===== config.mk =====
export PLATFORM = sky130hd
export DESIGN_NAME = im_loader
export DESIGN_NICKNAME = d
export VERILOG_FILES = /design/src/rtl/sisc_pkg.sv /design/src/rtl/im_loader_word_pack.sv /design/src/rtl/im_loader.sv
export SDC_FILE = /design/constraint.sdc
export NUM_CORES = 1
export LEC_CHECK = 0
export CORE_ASPECT_RATIO = 0.75
export CORE_MARGIN = 5
export CORE_UTILIZATION = 40
export DETAILED_ROUTE_END_ITERATION = 6
export HOLD_SLACK_MARGIN = 0.12
export MAX_ROUTING_LAYER = met4
export PLACE_DENSITY = 0.68
export SYNTH_ARGS = -nofsm -noshare
export SYNTH_HDL_FRONTEND = slang
export SYNTH_SLANG_ARGS = --single-unit

===== constraint.sdc =====
create_clock -name clk -period 3.7 [get_ports clk]
set_clock_uncertainty 0.15 [all_clocks]
set_input_delay 0.555 -clock clk [delete_from_list [all_inputs] [get_ports clk]]
set_output_delay 0.555 -clock clk [all_outputs]
set_load 0.01 [all_outputs]

===== src/rtl/sisc_pkg.sv =====
// rtl/sisc_pkg.sv - shared SISC types: loader states and instruction-memory widths
package sisc_pkg;

  // Instruction-memory geometry shared with the fetch path
  localparam int IM_ADDR_W = 16;
  localparam int INSTR_W   = 32;

  // Loader frame-parsing states
  typedef enum logic [2:0] {
    HDR_HI,
    HDR_LO,
    DATA,
    CHK,
    DONE
  } load_state_t;

endpackage


===== src/rtl/im_loader_word_pack.sv =====
// rtl/im_loader_word_pack.sv - big-endian byte-to-word packer for the loader
module word_pack #(
  parameter int WORD_W = 32
) (
  input  logic              clk,
  input  logic              rst_f,
  input  logic              clr,
  input  logic              byte_en,
  input  logic [7:0]        byte_in,
  output logic [1:0]        byte_idx,
  output logic [WORD_W-1:0] word,
  output logic              word_valid
);

  // Shift bytes in MSB-first; pulse word_valid the cycle after the 4th byte lands
  always_ff @(posedge clk or negedge rst_f) begin
    if (!rst_f) begin
      byte_idx   <= 2'd0;
      word       <= '0;
      word_valid <= 1'b0;
    end else if (clr) begin
      byte_idx   <= 2'd0;
      word       <= '0;
      word_valid <= 1'b0;
    end else begin
      word_valid <= byte_en && (byte_idx == 2'd3);
      if (byte_en) begin
        word     <= {word[WORD_W-9:0], byte_in};
        byte_idx <= byte_idx + 2'd1;
      end
    end
  end

endmodule


===== src/rtl/im_loader.sv =====
// rtl/im_loader.sv - framed boot loader writing instruction memory and gating CPU reset
module im_loader
  import sisc_pkg::*;
#(
  parameter int                ADDR_W    = IM_ADDR_W,
  parameter logic [ADDR_W-1:0] BASE_ADDR = '0,
  parameter int                DATA_W    = INSTR_W
) (
  input  logic              clk,
  input  logic              rst_f,
  input  logic [7:0]        rx_data,
  input  logic              rx_valid,
  output logic              rx_ready,
  output logic              im_we,
  output logic [ADDR_W-1:0] im_addr,
  output logic [DATA_W-1:0] im_wdata,
  output logic              cpu_rst_f,
  output logic              load_done,
  output logic              load_err
);

  load_state_t       state;
  logic [7:0]        cnt_hi;
  logic [15:0]       words_left;
  logic [7:0]        xor_acc;
  logic [ADDR_W-1:0] addr_q;
  logic [1:0]        byte_idx;
  logic              accept;
  logic              hdr_start;
  logic              data_byte;

  // Ready is a pure function of state so it never waits on rx_valid
  assign rx_ready  = (state != DONE);
  assign accept    = rx_valid && rx_ready;
  assign hdr_start = accept && (state == HDR_HI);
  assign data_byte = accept && (state == DATA);
  assign im_addr   = addr_q;

  word_pack #(
    .WORD_W (DATA_W)
  ) u_pack (
    .clk        (clk),
    .rst_f      (rst_f),
    .clr        (hdr_start),
    .byte_en    (data_byte),
    .byte_in    (rx_data),
    .byte_idx   (byte_idx),
    .word       (im_wdata),
    .word_valid (im_we)
  );

  // Frame FSM, remaining-word counter, write address and checksum accumulator
  always_ff @(posedge clk or negedge rst_f) begin
    if (!rst_f) begin
      state      <= HDR_HI;
      cnt_hi     <= 8'd0;
      words_left <= 16'd0;
      xor_acc    <= 8'd0;
      addr_q     <= BASE_ADDR;
      cpu_rst_f  <= 1'b0;
      load_done  <= 1'b0;
      load_err   <= 1'b0;
    end else begin
      // Address moves on the edge that ends the write cycle
      if (im_we) begin
        addr_q <= addr_q + ADDR_W'(1);
      end
      if (accept) begin
        case (state)
          HDR_HI: begin
            cnt_hi   <= rx_data;
            xor_acc  <= 8'd0;
            addr_q   <= BASE_ADDR;
            load_err <= 1'b0;
            state    <= HDR_LO;
          end
          HDR_LO: begin
            words_left <= {cnt_hi, rx_data};
            state      <= ({cnt_hi, rx_data} == 16'd0) ? CHK : DATA;
          end
          DATA: begin
            xor_acc <= xor_acc ^ rx_data;
            if (byte_idx == 2'd3) begin
              words_left <= words_left - 16'd1;
              if (words_left == 16'd1) begin
                state <= CHK;
              end
            end
          end
          CHK: begin
            if (rx_data == xor_acc) begin
              state     <= DONE;
              load_done <= 1'b1;
              cpu_rst_f <= 1'b1;
            end else begin
              state    <= HDR_HI;
              load_err <= 1'b1;
            end
          end
          default: state <= state;
        endcase
      end
    end
  end

endmodule

# Yosys cells after proc, flatten, opt, wreduce, memory -nomap -nowiden
# Index checks and enable logic that the tools add are counted.
# totals
out_inout_bits,53
ramBits,0
memories,0
rom_bits,0
ff_bits,88
latch_bits,0
input_bits,11
wordCells,59
# op_classes
shifts,0
order_cmp,0
n_mux,18
multipliers,0
bitwise,1
addsub,3
reduce_logical,17
div,0
n_eq_ne,10
# ops
op,count
16-bit two-way mux,4
32-bit two-way mux,2
16-bit case mux with 2 select lines,1
16-bit by 1-bit adder with 16-bit output (second input constant),1
16-bit by 1-bit == test with 1-bit output (second input constant),1
16-bit logical NOT,1
8-bit case mux with 2 select lines,1
16-bit by 1-bit subtractor with 16-bit output (second input constant),1
3-bit case mux with 4 select lines,1
3-bit two-way mux,3
3-bit AND reduction,3
8-bit == test,1
2-bit nonzero test,4
8-bit bitwise XOR,1
3-bit by 2-bit == test with 1-bit output (second input constant),2
1-bit logical AND,4
2-bit two-way mux,2
2-bit by 1-bit inequality test with 1-bit output (second input constant),2
2-bit AND reduction,2
4-bit AND reduction,1
4-bit nonzero test,1
3-bit by 1-bit == test with 1-bit output (second input constant),1
3-bit logical NOT,1
1-bit two-way mux,3
5 further kinds,5

# Depth between registers and ports, before layout
# Gate-level depths: netlist of run 1.
# depth
ltp_word,5
mapped_depth,7
mapped_depth_nobuf,6

# Cells and area by module
# From an unflattened synthesis of run 1, not the netlist that was laid out.
# hier_totals
cells_unflattened,430
hier_area_um2,4430.5
# by_module_without_submodules
module,seq_area_each_um2,area_per_inst_um2,instances,cells_per_inst
im_loader,1326.3,2974.1,1,316
word_pack,875.8,1456.4,1,114

# Least setup slack after synthesis of run 1
# OpenSTA, ideal clock, no wires.
# synth_path
kind,reg-to-reg
start,reg words_left[12]
end,reg words_left[15]
setup_time_ns,0.069
n_path_buf,0
synth_period_minus_slack_ns,2.058
t_arrival_ns,1.839
path_slack_ns,1.642
required_ns,3.481
path_stages_with_launch,5
path_cell_list,dfrtp_1 > or4_4 > or3_4 > or4b_1 > nand3_1
# synth_between
elab_chain_len,3
# synth_rtl
element,line_no,source
"start, declared",im_loader.sv:24,logic [15:0] words_left;
"start signal, assigned",im_loader.sv:78,"words_left <= {cnt_hi, rx_data};"
"start signal, assigned",im_loader.sv:84,words_left <= words_left - 16'd1;
16-bit by 1-bit subtractor with 16-bit output,im_loader.sv:84,
16-bit two-way mux,im_loader.sv:83,if (byte_idx == 2'd3) begin
16-bit case mux with 2 select lines,im_loader.sv:69,case (state)
# Every way passes these cells. The select of a mux whose other input is x is not followed.
# A chain may end at the register's enable or synchronous reset.

# Worst setup path after layout of run 1
# layout_path
start,reg state[1]
end,out rx_ready
# layout_between
elab_chain_len,1
# layout_rtl
element,line_no,source
"start, declared",im_loader.sv:22,load_state_t state;
"start signal, assigned",im_loader.sv:79,"state <= ({cnt_hi, rx_data} == 16'd0) ? CHK : DATA;"
"start signal, assigned",im_loader.sv:100,default: state <= state;
3-bit inequality test,im_loader.sv:33,assign rx_ready = (state != DONE);
"end, declared",im_loader.sv:13,"output logic rx_ready,"
# Every way passes these cells.

==> reports/metrics.csv, run 1 <==
metric,value,unit
Detailed Route WL,10.7,mm
register area,2200,µm²
GPL Wtd Cong,0.937,
area of the core,10800,µm²
synth unique cells,56,
most frequent cells in the layout,"dfrtp_1, nand2_1, clkdlybuf4s50_1, o21ai_0, nor2_1",
CTS tree,yes,
Multi-input gate area,2010,µm²
CP max stage delay,0.91,ns
CTS resizes,0,
htree depth,3,
static leakage,2.19,nW
Initial Util,40.4,%
max-slew violations,0,
final instance area,5450,µm²
worst path bufs/invs,1,
"Hold Vio Cnt, Final",0,
Tmin final,2.73,ns
Clock transition at path regs,0.06,ns
Synth top area share,50.6,%
pwr dens,733,nW/µm²
GRT Total Usage,17.6,%
Sink Count,88,
drc violations,0,
synthesized flop and latch total,88,
n_diodes,0,
first-pass GRT wire length,17.9,mm
Post-Syn Area per Cell,9.31,µm²
max cap viols,0,
startpoint types,flop,
endpoints failing setup,0,
Slew HR,37.5,%
peak supply drop,0.299,mV
HP Class,reg -> reg,
Via density,5.49,
Die X,130,µm
arrival time at the worst endpoint,2.02,ns
Layout Nets,539,
boundary pin count,64,
Detailed Routing Iterations Pass 1,5,
"most common cell after layout, fill and taps aside",dfrtp_1,
crit-path leading delay family,flip-flops,
Root Driver,clkbuf_16,
Post-synth EDFFs,0,
Detail Route Antenna Nets,0,
critical-path cell list,nor2_1 -> nand2_1 -> clkdlybuf4s50_1,
post-layout util,50.5,%
slowest CP cell,dfrtp_1,
hpwl dp,7.53,mm
fillers,988,
Area growth syn-to-layout,25.2,%
CP Max Fanout,29,
CP Capture Type,output pin,
Async SR Flop Fraction,100,%
RSZ-0062 raised after global routing,false,
"Top FF cell, synth",dfrtp_1,
Netlist Area Pre-Place,4350,µm²
Tightest Pin Transition,0.936,ns
sequential fraction of the synthesis area,50.6,%
WS Path Type,reg -> out,
worst path required time,2.99,ns
Synthesis Warnings,0,
ratio of final minimum period to clock period,73.7,%
synthesized instance count,467,
FP Rows,33,
Initial DRC Count,292,
setup ws final,0.973,ns
vias in the first global route,3412,
CTS buffer count,9,
Max Freq,367,MHz
initial antenna violation count,0,
layout cells sized above 1,8.88,%
GRT overflow,0,
total negative slack,0,ns
Worst-Skew Late Latency,0.34,ns
die height,100,µm
status,"complete, no violations",
Final Power,0.00399,W
placed cell area,5110,µm²
IO Port Bufs,63,
clock buffer depth,2,
cell taking the most area after synthesis,dfrtp_1,
Placement Setup Slack,0.965,ns
synth top area cells,"dfrtp_1, nand2_1, o21ai_0",
syn_nets,482,
largest net degree at the start of global routing,43,
WL/cell,16.0,µm
routed vias,3672,
die area,13100,µm²
state kept, by name, indices dropped and copies added, names as in the netlist:
signal	cells
u_pack.word	32
load_done	1
cnt_hi	8
load_err	1
xor_acc	8
state	3
words_left	16
im_addr	16
u_pack.byte_idx	2
u_pack.word_valid	1
layer usage:
layer | wire (µm) | up-vias | GRT usage (%)
met1 | 5110 | 1765 | 25.5
met3 | 672 | 12 | 4.10
met5 | 0 | - | -
met4 | 120 | 0 | 4.43
met2 | 4790 | 119 | 24.9
li1 | - | 1776 | -
power by group:
group | leakage [nW] | internal (W) | switching, W
clock network | 0.156 | 0.000593 | 0.000383
registers | 1.15 | 0.00127 | 0.000365
logic | 0.880 | 0.000658 | 0.000720
path summary, 6_finish.rpt:
check,start,slack [ns],cells past startpoint,endpoint
worst max-delay path,state[1]$_DFFE_PN0P_,0.97,3,rx_ready
worst min-delay path,u_pack.word[29]$_DFFE_PN0P_,0.34,2,u_pack.word[29]$_DFFE_PN0P_
max in group asynchronous,rst_f,2.04,3,xor_acc[4]$_DFFE_PN0P_
worst max register to register,state[1]$_DFFE_PN0P_,1.03,4,words_left[15]$_DFFE_PN0P_
min in group asynchronous,rst_f,0.56,2,u_pack.word[25]$_DFFE_PN0P_
worst min register to register,u_pack.word[29]$_DFFE_PN0P_,0.34,2,u_pack.word[29]$_DFFE_PN0P_
area by class of cell:
cell class	instances	area share, %
clock buffer	9	4.14
timing repair buffer	74	13.1
multi-input combinational	345	36.9
tap	140	3.22
clock inverter	7	1.75
sequential	88	40.4
inverter	6	0.414
kinds of logic (layout without fill, tap and decap cells):
| kind of cell | Yosys count | in the layout | share of synthesized area, % |
|---|---|---|---|
| buf+inv | 34 | 96 | 3.16 |
| xor+xnor | 12 | 12 | 2.42 |
| simple gates | 197 | 197 | 22.8 |
| flops | 88 | 88 | 50.6 |
| fa+ha+maj | 4 | 4 | 1.15 |
| compound gates | 120 | 120 | 16.8 |
| mux | 12 | 12 | 3.02 |
stage by stage:
step	instances	hold slack, ns
floorplan	467	0.109
global placement	652	0.315
detailed placement	652	0.328
CTS	669	0.342
global route	669	0.361
finish	669	0.336
tightest hold or removal path, cell delays in order (launching register included):
cell	delay [ns]
dfrtp_1	0.34
nand2_1	0.05
o21ai_0	0.06
synth_stat cells, types with 3 or more instances:
library cell / count
nor4_1: 7
nand2b_1: 19
or3_1: 9
o21ai_0: 61
mux2i_1: 3
or4_1: 4
nor2_1: 25
buf_2: 5
a2bb2oi_1: 3
and4_1: 4
inv_1: 6
clkbuf_1: 22
a22o_1: 8
mux2_2: 9
a21oi_1: 21
nor3_1: 8
ha_1: 4
nand3_1: 9
xor2_1: 6
nand4_1: 7
xnor2_1: 6
dfrtp_1: 88
nand2_1: 88
o32ai_1: 3
timing repair:
| action | 4_1_cts | 5_1_grt |
|---|---|---|
| buffers inserted | 0 | 0 |
| endpoints found under the hold margin | 31 | 0 |
| hold buffers | 1 | 0 |
Power figures use the tool's default switching activity.
==> run 2: changes to the inputs <==
clock period = 2.61 ns   (was 3.7 ns; I/O delays follow)
==> run 2 against run 1 <==
  * Clock power increased by 33%
  * Sequential power is 40% higher
  * Via count increased by 0.74%
  * Final cell count increased by 1.0%
  * Global-route usage is 0.69 points higher
  * Total power up 42%
  * Critical path depth rose by 1
  * Cell area grew 0.80%
  * Wire length grew 2.7%
==> reports/metrics.csv, run 2 (synthesis results as in run 1) <==
metric,value,unit
GPL Wtd Cong,0.900,
clock buffer depth,2,
FP Rows,33,
Largest Register,u_pack.word,
worst path required time,2.07,ns
htree depth,3,
Initial DRC Count,332,
layout cells sized above 1,9.89,%
arrival time at the worst endpoint,1.95,ns
Detailed Route WL,11.0,mm
fillers,1025,
status,"complete, no violations",
n_diodes,0,
Area growth syn-to-layout,26.2,%
CP max stage delay,0.55,ns
first-pass GRT wire length,18.5,mm
slowest CP cell,clkdlybuf4s50_1,
Layout Nets,546,
routed vias,3699,
final hold slack,0.329,ns
Slew HR,57.5,%
most frequent cells in the layout,"dfrtp_1, nand2_1, clkdlybuf4s50_1, o21ai_0, nor2_1",
Root Driver,clkbuf_16,
"Hold Vio Cnt, Final",0,
Clock transition at path regs,0.07,ns
HP Class,reg -> reg,
ratio of final minimum period to clock period,95.5,%
Via density,5.47,
Worst-Skew Late Latency,0.35,ns
hpwl dp,7.75,mm
"most common cell after layout, fill and taps aside",dfrtp_1,
Clk pwr share,23.1,%
WL/cell,16.3,µm
boundary pin count,64,
WS Path Type,reg -> out,
total negative slack,0,ns
worst r2r path cells,4,
die area,13100,µm²
endpoints failing setup,0,
post-route insts no fill,676,
CTS buffer count,9,
critical-path cell list,buf_4 -> nor2_1 -> nand2_1 -> clkdlybuf4s50_1,
worst hold stages,2,
Detailed Routing Iterations Pass 1,5,
max FFs per register,32,
startpoint types,flop,
CTS tree,yes,
Initial Util,40.4,%
Post-CTS Setup Inserts,0,
initial antenna violation count,0,
register area,2200,µm²
sw frac,37.4,%
GRT Total Usage,18.3,%
post-layout util,50.9,%
max-slew violations,0,
Detail Route Antenna Nets,0,
CP Max Fanout,30,
die height,100,µm
Tightest Pin Transition,0.631,ns
Sink Count,88,
IO Port Bufs,63,
Tmin final,2.49,ns
max cap viols,0,
RSZ-0062 raised after global routing,false,
register share of total power,40.5,%
Gate power share,36.4,%
Die X,130,µm
switching pwr,0.00211,W
drc violations,0,
Max Freq,401,MHz
pwr dens,1030,nW/µm²
GRT overflow,0,
Placed Cells,659,
vias in the first global route,3502,
area of the core,10800,µm²
CP Capture Type,output pin,
static leakage,2.21,nW
largest net degree at the start of global routing,52,
Multi-input gate area,2010,µm²
peak supply drop,0.504,mV
Int Power,0.00354,W
-- run 2: cell types whose count changed in the layout (fill, tap and decap cells not counted) --
cell       delta
buf_12        +1
buf_4         +6
bufinv_16     -1
clkbuf_1      +1
clkbuf_8      +1
inv_6         -1
-- run 2: worst paths after layout --
| check | end | from | slack, ns |
|---|---|---|---|
| max in group asynchronous | u_pack.word[17]$_DFFE_PN0P_ | rst_f | 1.26 |
| setup reg to reg | words_left[15]$_DFFE_PN0P_ | words_left[12]$_DFFE_PN0P_ | 0.45 |
| hold / removal | u_pack.word[29]$_DFFE_PN0P_ | u_pack.word[29]$_DFFE_PN0P_ | 0.33 |
| min in group asynchronous | u_pack.byte_idx[0]$_DFFE_PN0P_ | rst_f | 0.41 |
| hold reg to reg | u_pack.word[29]$_DFFE_PN0P_ | u_pack.word[29]$_DFFE_PN0P_ | 0.33 |
| setup / recovery | rx_ready | state[1]$_DFFE_PN0P_ | 0.12 |
-- run 2: layer usage --
layer	up-vias	global-route usage, %	share of wire (%)
met1	1790	26.1	47
li1	1789	-	-
met3	18	5.00	6.9
met5	-	-	0
met4	0	5.14	1.5
met2	102	25.6	45
-- run 2: what timing repair did --
action	in CTS	in global routing
hold buffers	1	0
endpoints found under the hold margin	37	0
gates resized for setup	0	0
-- run 2: critical path, delay by kind of cell (launching register included) --
family                 cells  cell delay (ns)
buffers and inverters      2             0.92
DFF                        1             0.51
and+or+nand+nor            2             0.17
-- run 2: through the flow --
step           area, µm²  setup WS, ns  total power (W)
2_1_floorplan       4350         0.552          0.00347
3_3_place_gp        5180         0.315          0.00426
3_5_place_dp        5180         0.267          0.00435
4_1_cts             5490         0.119          0.00567
5_1_grt             5490        0.0252          0.00605
6_report            5490         0.118          0.00565
-- run 2: area by class of cell --
type                       instances  area share, %
sequential                        88           40.1
inverter                           6          0.410
timing repair buffer              81           14.2
multi-input combinational        345           36.7
tap                              140           3.19
clock inverter                     5           1.03
clock buffer                      11           4.42
-- run 2: power by group through the flow --
stage,clock [W],combinational [W],sequential [W]
final,0.00130,0.00206,0.00229
after global routing,0.00140,0.00228,0.00236
after CTS,0.00133,0.00207,0.00228
after detailed placement,0,0.00205,0.00230
after global placement,0,0.00200,0.00227
after floorplan,0,0.00126,0.00221
